<file path="src/rtl/regfile_seq_pkg.sv">
// rtl/regfile_seq_pkg.sv - shared types and defaults for the register-file ALU sequencer
// Purpose: op and FSM state encodings plus default address/data widths.
// Ports: none (package).
package regfile_seq_pkg;

   localparam int DEF_ADDR_W = 3;
   localparam int DEF_DATA_W = 4;

   typedef enum logic [1:0] {
      OP_ADD = 2'b00,
      OP_SUB = 2'b01,
      OP_AND = 2'b10,
      OP_XOR = 2'b11
   } op_e;

   typedef enum logic [1:0] {
      S_IDLE  = 2'b00,
      S_READ  = 2'b01,
      S_EXEC  = 2'b10,
      S_WRITE = 2'b11
   } state_e;

endpackage

</file>
<file path="src/rtl/regfile_seq_alu.sv">
// rtl/regfile_seq_alu.sv - combinational ALU for the register-file sequencer
// Purpose: computes rd value and carry/borrow from two operands.
// Ports: op (operation), a/b (operands), result (DATA_W, truncated), carry
//        (ADD carry-out, SUB borrow, 0 for logic ops).
module regfile_seq_alu
   import regfile_seq_pkg::*;
#(
   parameter int DATA_W = DEF_DATA_W
) (
   input  op_e               op,
   input  logic [DATA_W-1:0] a,
   input  logic [DATA_W-1:0] b,
   output logic [DATA_W-1:0] result,
   output logic              carry
);

   logic [DATA_W:0] sum;
   logic [DATA_W:0] diff;

   // One extra bit: sum MSB is the carry-out, diff MSB is set exactly when a < b.
   assign sum  = {1'b0, a} + {1'b0, b};
   assign diff = {1'b0, a} - {1'b0, b};

   always_comb begin
      result = '0;
      carry  = 1'b0;
      case (op)
         OP_ADD: begin
            result = sum[DATA_W-1:0];
            carry  = sum[DATA_W];
         end
         OP_SUB: begin
            result = diff[DATA_W-1:0];
            carry  = diff[DATA_W];
         end
         OP_AND: result = a & b;
         OP_XOR: result = a ^ b;
         default: begin
            result = '0;
            carry  = 1'b0;
         end
      endcase
   end

endmodule

</file>
<file path="src/rtl/regfile_alu_sequencer.sv">
// rtl/regfile_alu_sequencer.sv - port-A command sequencer: read two registers, ALU, write back
// Purpose: accepts rd <- rs1 op rs2 commands and drives register-file port A.
// Ports: clk, rst (sync, active-high); start enables acceptance;
//        cmd_valid/cmd_ready handshake with cmd_op, cmd_rd, cmd_rs1, cmd_rs2;
//        rf_raddr1/rf_raddr2 out, rf_rdata1/rf_rdata2 in (combinational reads);
//        rf_we/rf_waddr/rf_wdata write-back; busy, done pulse, carry flag.
module regfile_alu_sequencer
   import regfile_seq_pkg::*;
#(
   parameter int ADDR_W = DEF_ADDR_W,
   parameter int DATA_W = DEF_DATA_W
) (
   input  logic              clk,
   input  logic              rst,
   input  logic              start,
   input  logic              cmd_valid,
   output logic              cmd_ready,
   input  logic [1:0]        cmd_op,
   input  logic [ADDR_W-1:0] cmd_rd,
   input  logic [ADDR_W-1:0] cmd_rs1,
   input  logic [ADDR_W-1:0] cmd_rs2,
   output logic [ADDR_W-1:0] rf_raddr1,
   output logic [ADDR_W-1:0] rf_raddr2,
   input  logic [DATA_W-1:0] rf_rdata1,
   input  logic [DATA_W-1:0] rf_rdata2,
   output logic              rf_we,
   output logic [ADDR_W-1:0] rf_waddr,
   output logic [DATA_W-1:0] rf_wdata,
   output logic              busy,
   output logic              done,
   output logic              carry
);

   state_e            state;
   op_e               op_q;
   logic [ADDR_W-1:0] rd_q;
   logic [DATA_W-1:0] a_q;
   logic [DATA_W-1:0] b_q;
   logic [DATA_W-1:0] alu_result;
   logic              alu_carry;

   // Held low during reset so every output reads 0 while rst is asserted.
   assign cmd_ready = !rst && start && (state == S_IDLE);
   assign busy      = (state != S_IDLE);

   regfile_seq_alu #(.DATA_W(DATA_W)) u_alu (
      .op     (op_q),
      .a      (a_q),
      .b      (b_q),
      .result (alu_result),
      .carry  (alu_carry)
   );

   always_ff @(posedge clk) begin
      if (rst) begin
         state     <= S_IDLE;
         op_q      <= OP_ADD;
         rd_q      <= '0;
         a_q       <= '0;
         b_q       <= '0;
         rf_raddr1 <= '0;
         rf_raddr2 <= '0;
         rf_we     <= 1'b0;
         rf_waddr  <= '0;
         rf_wdata  <= '0;
         done      <= 1'b0;
         carry     <= 1'b0;
      end else begin
         rf_we <= 1'b0;
         done  <= 1'b0;
         case (state)
            S_IDLE: begin
               if (cmd_valid && cmd_ready) begin
                  op_q      <= op_e'(cmd_op);
                  rd_q      <= cmd_rd;
                  // Addresses are registered here so they are stable for all of READ.
                  rf_raddr1 <= cmd_rs1;
                  rf_raddr2 <= cmd_rs2;
                  state     <= S_READ;
               end
            end
            S_READ: begin
               // Read data has settled for a full cycle; snapshot the operands so
               // rd == rs1/rs2 cannot disturb them once write-back begins.
               a_q   <= rf_rdata1;
               b_q   <= rf_rdata2;
               state <= S_EXEC;
            end
            S_EXEC: begin
               rf_we    <= 1'b1;
               done     <= 1'b1;
               rf_waddr <= rd_q;
               rf_wdata <= alu_result;
               carry    <= alu_carry;
               state    <= S_WRITE;
            end
            S_WRITE: begin
               state <= S_IDLE;
            end
            default: state <= S_IDLE;
         endcase
      end
   end

endmodule

</file>
<file path="config.mk">
export PLATFORM = sky130hd
export DESIGN_NAME = regfile_alu_sequencer
export DESIGN_NICKNAME = d
export VERILOG_FILES = /design/src/rtl/regfile_seq_pkg.sv /design/src/rtl/regfile_seq_alu.sv /design/src/rtl/regfile_alu_sequencer.sv
export SDC_FILE = /design/constraint.sdc
export NUM_CORES = 1
export LEC_CHECK = 0
export ABC_AREA = 1
export CAP_MARGIN = 20
export CORE_UTILIZATION = 40
export CTS_CLUSTER_DIAMETER = 30
export DETAILED_ROUTE_END_ITERATION = 7
export PLACE_DENSITY = 0.69
export RECOVER_POWER = 100
export SYNTH_ARGS = -nofsm -noshare
export SYNTH_HDL_FRONTEND = slang
export SYNTH_SLANG_ARGS = --single-unit
</file>
<file path="constraint.sdc">
create_clock -name clk -period 1.4 [get_ports clk]
set_clock_uncertainty 0.05 [all_clocks]
set_input_delay 0.14 -clock clk [delete_from_list [all_inputs] [get_ports clk]]
set_output_delay 0.14 -clock clk [all_outputs]
set_load 0.01 [all_outputs]
</file>
* Yosys cells after proc, flatten, opt, wreduce, memory -nomap -nowiden
Index checks and enable logic that the tools add are counted.
** Operators by class
- $add $sub $neg :: 2
- Equal/unequal tests :: 7
- Muxes and demuxes :: 5
- Bitwise logic cells :: 2
- Reduce and logical (&&, ||, !) cells :: 8
** Operator list (number)
- 4-bit one-hot mux with 4 select lines :: 1
- 2-bit equality test, second input constant :: 4
- 2-bit one-hot mux with 4 select lines :: 1
- 4-bit by 4-bit adder with 5-bit output :: 1
- 4-bit by 4-bit subtractor with 5-bit output :: 1
- 4-bit AND :: 1
- 2-bit by 1-bit equality test with 1-bit output, second input constant :: 2
- 2-bit logical NOT :: 2
- 4-bit bitwise XOR :: 1
- 1-bit logical AND :: 3
- 2-bit two-way mux :: 1
- 2-bit by 1-bit inequality test with 1-bit output, second input constant :: 1
- 1-bit one-hot mux with 2 select lines :: 1
- 2-bit AND reduction :: 1
- 2-bit nonzero test :: 1
- 1-bit logical NOT :: 1
- 1-bit two-way mux :: 1
** Storage, ports and cells
- Register bits :: 30
- Input port bits :: 23
- Output and inout port bits :: 18
- Logic and storage cells :: 35

* Logic depth before layout (Yosys ltp)
Gate-level depths: netlist of the first run.
- Depth in word-level cells :: 6
- Gate-level depth with buffers :: 10
- Mapped depth without buffers :: 10

* By module
From an unflattened synthesis of the first run, not the netlist that was laid out.
** Unflattened totals
- Cells, all modules :: 205
- Area, all modules :: 1587.8 sq um
** By module, submodules not included
- regfile_alu_sequencer :: instances 1, cells an instance 142, area an instance 1202.4 sq um, sequential area each 600.6 sq um
- regfile_seq_alu :: instances 1, cells an instance 63, area an instance 385.4 sq um, sequential area each 0.0 sq um

* Least setup slack after synthesis of the first run
No wires, ideal clock.
- Kind :: reg2reg
- Start :: reg a_q[0]
- End :: reg rf_wdata[1]
- Setup time :: 0.120 ns
- Data arrival time :: 1.363 ns
- Data required time :: 1.230 ns
- Setup slack :: -0.133 ns
- Stages on the path, launching flop included :: 9
- Buffers on the path :: 0
- Period minus slack after synthesis :: 1.533 ns
- Path through :: dfxtp_1 inv_1 ha_1 fa_1 inv_1 nand2_1 o211ai_1 a21oi_1 a21oi_1
** Between the ends
- Cells in the longest elaborated chain, start to end :: 2
- Elaborated cells on any way between the ends :: 3
- Classes of those cells :: add/sub: 2; mux: 1
** Ends and longest elaborated chain
- from (decl) :: line regfile_alu_sequencer.sv:37 : logic [DATA_W-1:0] a_q;
- from (signal assigned) :: line regfile_alu_sequencer.sv:85 : a_q <= rf_rdata1;
- 4-bit by 4-bit subtractor with 5-bit output / 4-bit by 4-bit adder with 5-bit output (equally long branches) :: line regfile_seq_alu.sv:22, regfile_seq_alu.sv:21
- 4-bit one-hot mux with 4 select lines (*) :: line regfile_seq_alu.sv:27 : case (op)
- to (signal assigned) :: line regfile_alu_sequencer.sv:93 : rf_wdata <= alu_result;
- to (decl) :: line regfile_alu_sequencer.sv:28 : output logic [DATA_W-1:0] rf_wdata,
Mark *: on every way between the ends. The rest lies on a longest branch, timed or not.
A chain may end at the register's enable or synchronous reset.

* Worst setup path in the final report of the first run
- Start :: reg a_q[0]
- End :: reg rf_wdata[2]
Same word-level chain as after synthesis.

==> flow_summary.json, run 1 <==
{
  "antenna_found_initial": 0,
  "internal_power_mw": 3.008,
  "die_y_um": 62.73,
  "crit_end": "rf_wdata[2]",
  "wl_per_cell_um": 11.75,
  "met2_usage_pct": 32.34,
  "post_cts_buffers": 0,
  "cts_tree": "done",
  "drc": 0,
  "r2r-end": "rf_wdata[2]",
  "syn_area_per_cell_um2": 7.565,
  "setup_viol": 4,
  "io_buffers": 40,
  "fin_ws_ns": -0.1363,
  "place_congestion": 0.8486,
  "reg2reg_depth": 8,
  "die_w_um": 62.73,
  "grt_setup_unrepaired": "true",
  "maxCapViolCount": 0,
  "first_iter_violations": 56,
  "start_util_pct": 42.86,
  "insertion_delay_ns": 0.28,
  "synthCells": 195,
  "final_cell_mix": "clkdlybuf4s50_1, nand2_1, dfxtp_1",
  "grt_pass1_wl_um": 5796,
  "postRouteAntennaNets": 0,
  "finalHoldViolations": 0,
  "p_sw_mw": 1.579,
  "track_usage_pct": 19.24,
  "fillers": 298,
  "design_area_um2": 2337,
  "finalNetCount": 297,
  "yosys_warnings": 0,
  "clkPwrFrac_pct": 24.0,
  "drive_above_1_share_pct": 24.14,
  "synth_area_um2": 1475,
  "cts.htree.levels": 2,
  "hpwl_um": 2566,
  "end_kind": "register",
  "outcome": "finished with violations",
  "dr.pass1.iters": 4,
  "crit_start": "a_q[0]",
  "ys_ff_latch": 30,
  "max-vdd-ir-drop_uv": 1018,
  "violations": "setup timing",
  "syn_nets": 232,
  "yosysUniqueCellTypes": 22,
  "p_per_area_nw_per_um2": 1962,
  "start_kind": "register",
  "cts_buffers": 5,
  "grt_busiest_layer": "met2",
  "vias": 1479,
  "area_growth_syn_to_layout_pct": 58.44,
  "min-delay-path-class": "input port to register",
  "synth_top_area_share_pct": 40.71,
  "register_area_um2": 610.6,
  "critPathMaxFanout": 2,
  "use_met3_pct": 5.839,
  "total_leakage_power_nw": 1.046,
  "grt_max_degree": 18,
  "required_ns": 1.57,
  "dieArea_um2": 3935,
  "use_met1_pct": 21.63,
  "rows": 21,
  "clk_pin_slew_worst_paths_ns": 0.07,
  "place_area_um2": 2101,
  "pwr-share-comb_pct": 48.0,
  "p_seq_share_pct": 28.1,
  "min_period_ns": 1.536,
  "r2r_setup_slack_ns": -0.14,
  "viasPerCell": 4.818,
  "arrival_ns": 1.70,
  "tightest_slew_ns": 0.2173,
  "synth_area_leaders": "dfxtp_1, ha_1, nand2_1",
  "clock_sinks": 30,
  "clk_path_buf_depth": 2,
  "grt_remaining_overflow": 0,
  "switching_share_pct": 34.42,
  "core_area_um2": 3442,
  "slew-limit-headroom_pct": 85.46,
  "hold_slack_ns": 0.3424,
  "slew_violations": 0,
  "seq_area_frac_synth_pct": 40.71,
  "max_freq_ghz": 0.6509,
  "fin_crit_sh_pct": 109.7,
  "insertedDiodeCount": 0,
  "path_class": "register to register",
  "synth_area_leader_cell": "dfxtp_1",
  "wirelength_um": 3607,
  "grt_pass1_vias": 1360,
  "final_common_cell": "clkdlybuf4s50_1",
  "cts_root_buf": "clkbuf_8",
  "multi_input_area_um2": 838.3,
  "io_pins": 41,
  "r2r-start": "a_q[0]"
}
==> how the worst min path moves through the flow <==
| stage | from | slack (ns) | depth (start not counted) | end |
|---|---|---|---|---|
| 2_1_floorplan | rst | 0.16 | 1 | rf_wdata[0] |
| 3_3_place_gp | rf_raddr2[2] | 0.40 | 2 | rf_raddr2[2] |
| 3_5_place_dp | rf_raddr1[2] | 0.41 | 2 | rf_raddr1[2] |
| 4_1_cts | cmd_rs1[0] | 0.34 | 3 | rf_raddr1[0] |
| 5_1_grt | cmd_rs1[1] | 0.35 | 3 | rf_raddr1[1] |
| 6_report | cmd_rs1[2] | 0.34 | 3 | rf_raddr1[2] |
==> state kept, by name, summed over array words and instances (netlist names) <==
register / flops
a_q: 4
rf_waddr: 3
rf_raddr1: 3
rf_raddr2: 3
rd_q: 3
b_q: 4
done: 1
state: 2
op_q: 2
carry: 1
rf_wdata: 4
==> logic make-up after synthesis <==
| family | share of synthesized area [%] |
|---|---|
| compound gates | 16.46 |
| buf+inv | 8.991 |
| simple gates | 20.95 |
| fa+ha+maj | 12.89 |
| flops | 40.71 |
==> synth_stat cells <==
cell type,n
nand2_1,36
dfxtp_1,30
o21ai_0,24
nor2_1,23
inv_1,21
a21oi_1,16
nand3_1,14
ha_1,12
a31oi_1,2
buf_6,2
clkbuf_1,2
clkinv_1,2
fa_1,2
a21oi_4,1
buf_2,1
buf_4,1
inv_2,1
nand2_2,1
nor2_2,1
nor3_1,1
o211ai_1,1
o22ai_1,1
==> per-layer routing <==
metal | part of all wire (%) | wire length [um]
met2 | 49 | 1779
met1 | 43 | 1560
met5 | 0 | 0
met4 | 2.7 | 99
met3 | 4.7 | 169
==> power groups by stage <==
stage | Clock, mW | Combinational, mW | Sequential (mW)
finish | 1.10 | 2.20 | 1.29
global route | 1.16 | 2.42 | 1.33
CTS | 1.12 | 2.07 | 1.27
detailed placement | 0 | 1.94 | 1.27
global placement | 0 | 1.91 | 1.26
floorplan | 0 | 0.986 | 1.32
==> metrics by stage <==
step | total power, mW | setup TNS (ns) | utilization (%) | setup WS (ns) | cells
after CTS | 4.463 | -0.3186 | 66.23 | -0.1323 | 307
after global routing | 4.913 | -0.7422 | 67.90 | -0.2452 | 307
after floorplan | 2.306 | -0.07183 | - | -0.07183 | 195
after global placement | 3.179 | -1.142 | 61.03 | -0.1305 | 299
after detailed placement | 3.213 | -1.114 | 61.03 | -0.1240 | 299
final | 4.587 | -0.3501 | 67.90 | -0.1363 | 307
==> worst max-delay path: stages, from the launching register on <==
cell	delay, ns
dfxtp_2	0.34
inv_2	0.05
ha_4	0.15
fa_1	0.39
inv_1	0.07
nor2_1	0.04
nor3_1	0.18
nor2_1	0.07
a31oi_1	0.12
==> timing repair <==
| item | 4_1_cts | 5_1_grt |
|---|---|---|
| pin swaps | 3 | 7 |
| hold buffers | 0 | 0 |
| resized for setup | 17 | 22 |
| setup endpoints to repair | 15 | 25 |
==> layout make-up <==
cell class	instances	share of cell area, %
Multi-Input combinational cell	135	35.87
Sequential cell	30	26.12
Timing Repair Buffer	64	25.37
Inverter	24	4.069
Clock buffer	6	3.533
Clock inverter	2	2.570
Tap cell	46	2.463
Power figures use the tool's default switching activity.
==> run 2: changes to the inputs <==
--- a/config.mk
+++ b/config.mk
@@ -8,6 +8,7 @@
 export ABC_AREA = 1
 export CAP_MARGIN = 20
 export CORE_UTILIZATION = 40
+export CTS_BUF_LIST = sky130_fd_sc_hd__clkbuf_2 sky130_fd_sc_hd__clkbuf_4 sky130_fd_sc_hd__clkbuf_8
 export CTS_CLUSTER_DIAMETER = 30
 export DETAILED_ROUTE_END_ITERATION = 7
 export PLACE_DENSITY = 0.69
==> results of run 2 <==
No change in the layout: final DEF, timing and power equal those of run 1.
==> run 3: changes to the inputs <==
--- a/config.mk
+++ b/config.mk
@@ -7,11 +7,12 @@
 export LEC_CHECK = 0
 export ABC_AREA = 1
 export CAP_MARGIN = 20
-export CORE_UTILIZATION = 40
+export CORE_UTILIZATION = 44
 export CTS_BUF_LIST = sky130_fd_sc_hd__clkbuf_2 sky130_fd_sc_hd__clkbuf_4 sky130_fd_sc_hd__clkbuf_8
 export CTS_CLUSTER_DIAMETER = 30
 export DETAILED_ROUTE_END_ITERATION = 7
-export PLACE_DENSITY = 0.69
+export HOLD_SLACK_MARGIN = 0.08
+export PLACE_DENSITY = 0.75
 export RECOVER_POWER = 100
 export SYNTH_ARGS = -nofsm -noshare
 export SYNTH_HDL_FRONTEND = slang
==> run 3 against run 2 <==
  * The flow still finishes with violations (setup timing)
  * Critical path depth is the same
  * Design area shrank 2.5%
  * Global-route usage rose by 3.0 points
  * Register-to-register slack about the same
  * First-iteration DRC count up 30%
  * Non-clock buffer count rose by 2
  * Critical path type unchanged
  * Highest routed layer unchanged
==> flow_summary.json, run 3 (synthesis results as in run 1) <==
{
  "final_common_cell": "nand2_1",
  "dieArea_um2": 3588,
  "holdPathEnd": "rf_raddr1[0]",
  "utilization_pct": 72.84,
  "finalHoldViolations": 0,
  "worstHoldPathCells": 3,
  "use_met1_pct": 26.20,
  "path_class": "register to register",
  "use_met3_pct": 7.143,
  "max-vdd-ir-drop_uv": 1095,
  "fin_crit_sh_pct": 110.2,
  "tightest_slew_ns": 0.2483,
  "start_util_pct": 47.16,
  "reg2reg_depth": 8,
  "cts.htree.levels": 2,
  "hp-start": "cmd_rs1[0]",
  "p_per_area_nw_per_um2": 1767,
  "slew_violations": 0,
  "hpwl_um": 2614,
  "cts_hold_buf": 0,
  "drive_above_1_share_pct": 24.62,
  "grt_setup_unrepaired": "true",
  "met2_usage_pct": 37.78,
  "dp.cells": 296,
  "r2r-end": "rf_wdata[1]",
  "total_leakage_power_nw": 1.067,
  "setup_viol": 4,
  "dr.pass1.iters": 4,
  "arrival_ns": 1.72,
  "finalNetCount": 300,
  "drc": 0,
  "maxCapViolCount": 0,
  "die_w_um": 59.90,
  "viasPerCell": 4.877,
  "place_congestion": 0.9295,
  "clk_pin_slew_worst_paths_ns": 0.10,
  "fin_cells": 308,
  "slew-limit-headroom_pct": 83.38,
  "die_y_um": 59.90,
  "end_kind": "register",
  "min-delay-path-class": "input port to register",
  "antenna_found_initial": 0,
  "first_iter_violations": 73,
  "cts_tree": "done",
  "critPathMaxFanout": 2,
  "cts_root_buf": "clkbuf_4",
  "grt_pass1_vias": 1369,
  "grt_max_degree": 18,
  "wirelength_um": 3765,
  "multi_input_area_um2": 834.6,
  "rows": 20,
  "power_mw": 4.025,
  "r2r_setup_slack_ns": -0.14,
  "setup-tns-final_ns": -0.3686,
  "io_pins": 41,
  "top_regs": "a_q (4), b_q (4), rf_wdata (4)",
  "cts_buffers": 5,
  "violations": "setup timing",
  "hold_slack_ns": 0.2934,
  "start_kind": "register",
  "area_growth_syn_to_layout_pct": 54.45,
  "insertedDiodeCount": 0,
  "insertion_delay_ns": 0.33,
  "grt_pass1_wl_um": 5823,
  "final_cell_mix": "nand2_1, dfxtp_1, buf_4",
  "grt_remaining_overflow": 0,
  "required_ns": 1.58,
  "outcome": "finished with violations",
  "track_usage_pct": 22.23,
  "max_freq_ghz": 0.6481,
  "r2r-start": "a_q[0]",
  "vias": 1502,
  "postRouteAntennaNets": 0,
  "clock_sinks": 30,
  "grt_busiest_layer": "met2",
  "wl_per_cell_um": 12.22,
  "min_period_ns": 1.543,
  "fin_ws_ns": -0.1429,
  "clk_path_buf_depth": 2,
  "core_area_um2": 3128,
  "register_area_um2": 608.1,
  "io_buffers": 40,
  "fillers": 263
}
[run 3: cell count changes in the layout (fill, tap and decap cells not counted), sizes merged]
cell and delta:
clkdlybuf4s25 +3, dlygate4sd2 +10, clkdlybuf4s50 -14, buf +1, bufinv -2, clkbuf +3, inv -1, clkinv +1
clkinvlp +2
[run 3: area by class of cell]
type	instances	share of cell area, %
clock buffer	7	2.581
sequential	30	26.69
timing repair inverter	1	0.2197
multi-input combinational	135	36.63
inverter	24	4.228
tap	44	2.416
timing repair buffer	66	27.02
clock inverter	1	0.2197
[run 3: worst max-delay path by stage]
stage	start	slack, ns	to	cells after the start
4_1_cts	a_q[0]	-0.15	rf_wdata[1]	8
5_1_grt	a_q[0]	-0.23	carry	7
3_3_place_gp	a_q[0]	-0.10	rf_wdata[1]	8
3_5_place_dp	a_q[0]	-0.14	rf_wdata[1]	8
6_report	a_q[0]	-0.14	rf_wdata[1]	8
2_1_floorplan	a_q[0]	-0.07	rf_wdata[1]	8
[run 3: through the flow]
step | area [um2] | worst slack, ns
2_1_floorplan | 1493 | -0.07183
3_3_place_gp | 2091 | -0.1047
3_5_place_dp | 2091 | -0.1439
4_1_cts | 2187 | -0.1466
5_1_grt | 2278 | -0.2289
6_report | 2278 | -0.1429
[run 3: report_power, final]
part | switching (mW) | internal (mW)
sequential | 0.159 | 1.11
clock | 0.311 | 0.263
combinational | 1.09 | 1.09
total | 1.56 | 2.46
[run 3: layer usage]
metal,part of all wire [%],up-vias
li1,-,767
met1,43,700
met2,52,30
met3,4.2,5
met4,1.1,0
met5,0,-
[run 3: timing repair]
item | in CTS | in global routing
gates cloned | 0 | 2
setup endpoints to repair | 25 | 25
buffers inserted | 2 | 0
gates resized for setup | 24 | 32
pin swaps | 5 | 4
[run 3: worst max-delay path, stage by stage, from the launching register on]
cell and delay [ns]:
dfxtp_2 0.35, inv_2 0.05, ha_4 0.16, fa_1 0.47, inv_1 0.04, nand2_1 0.05
o211ai_1 0.07, a21oi_1 0.12, a21oi_1 0.08
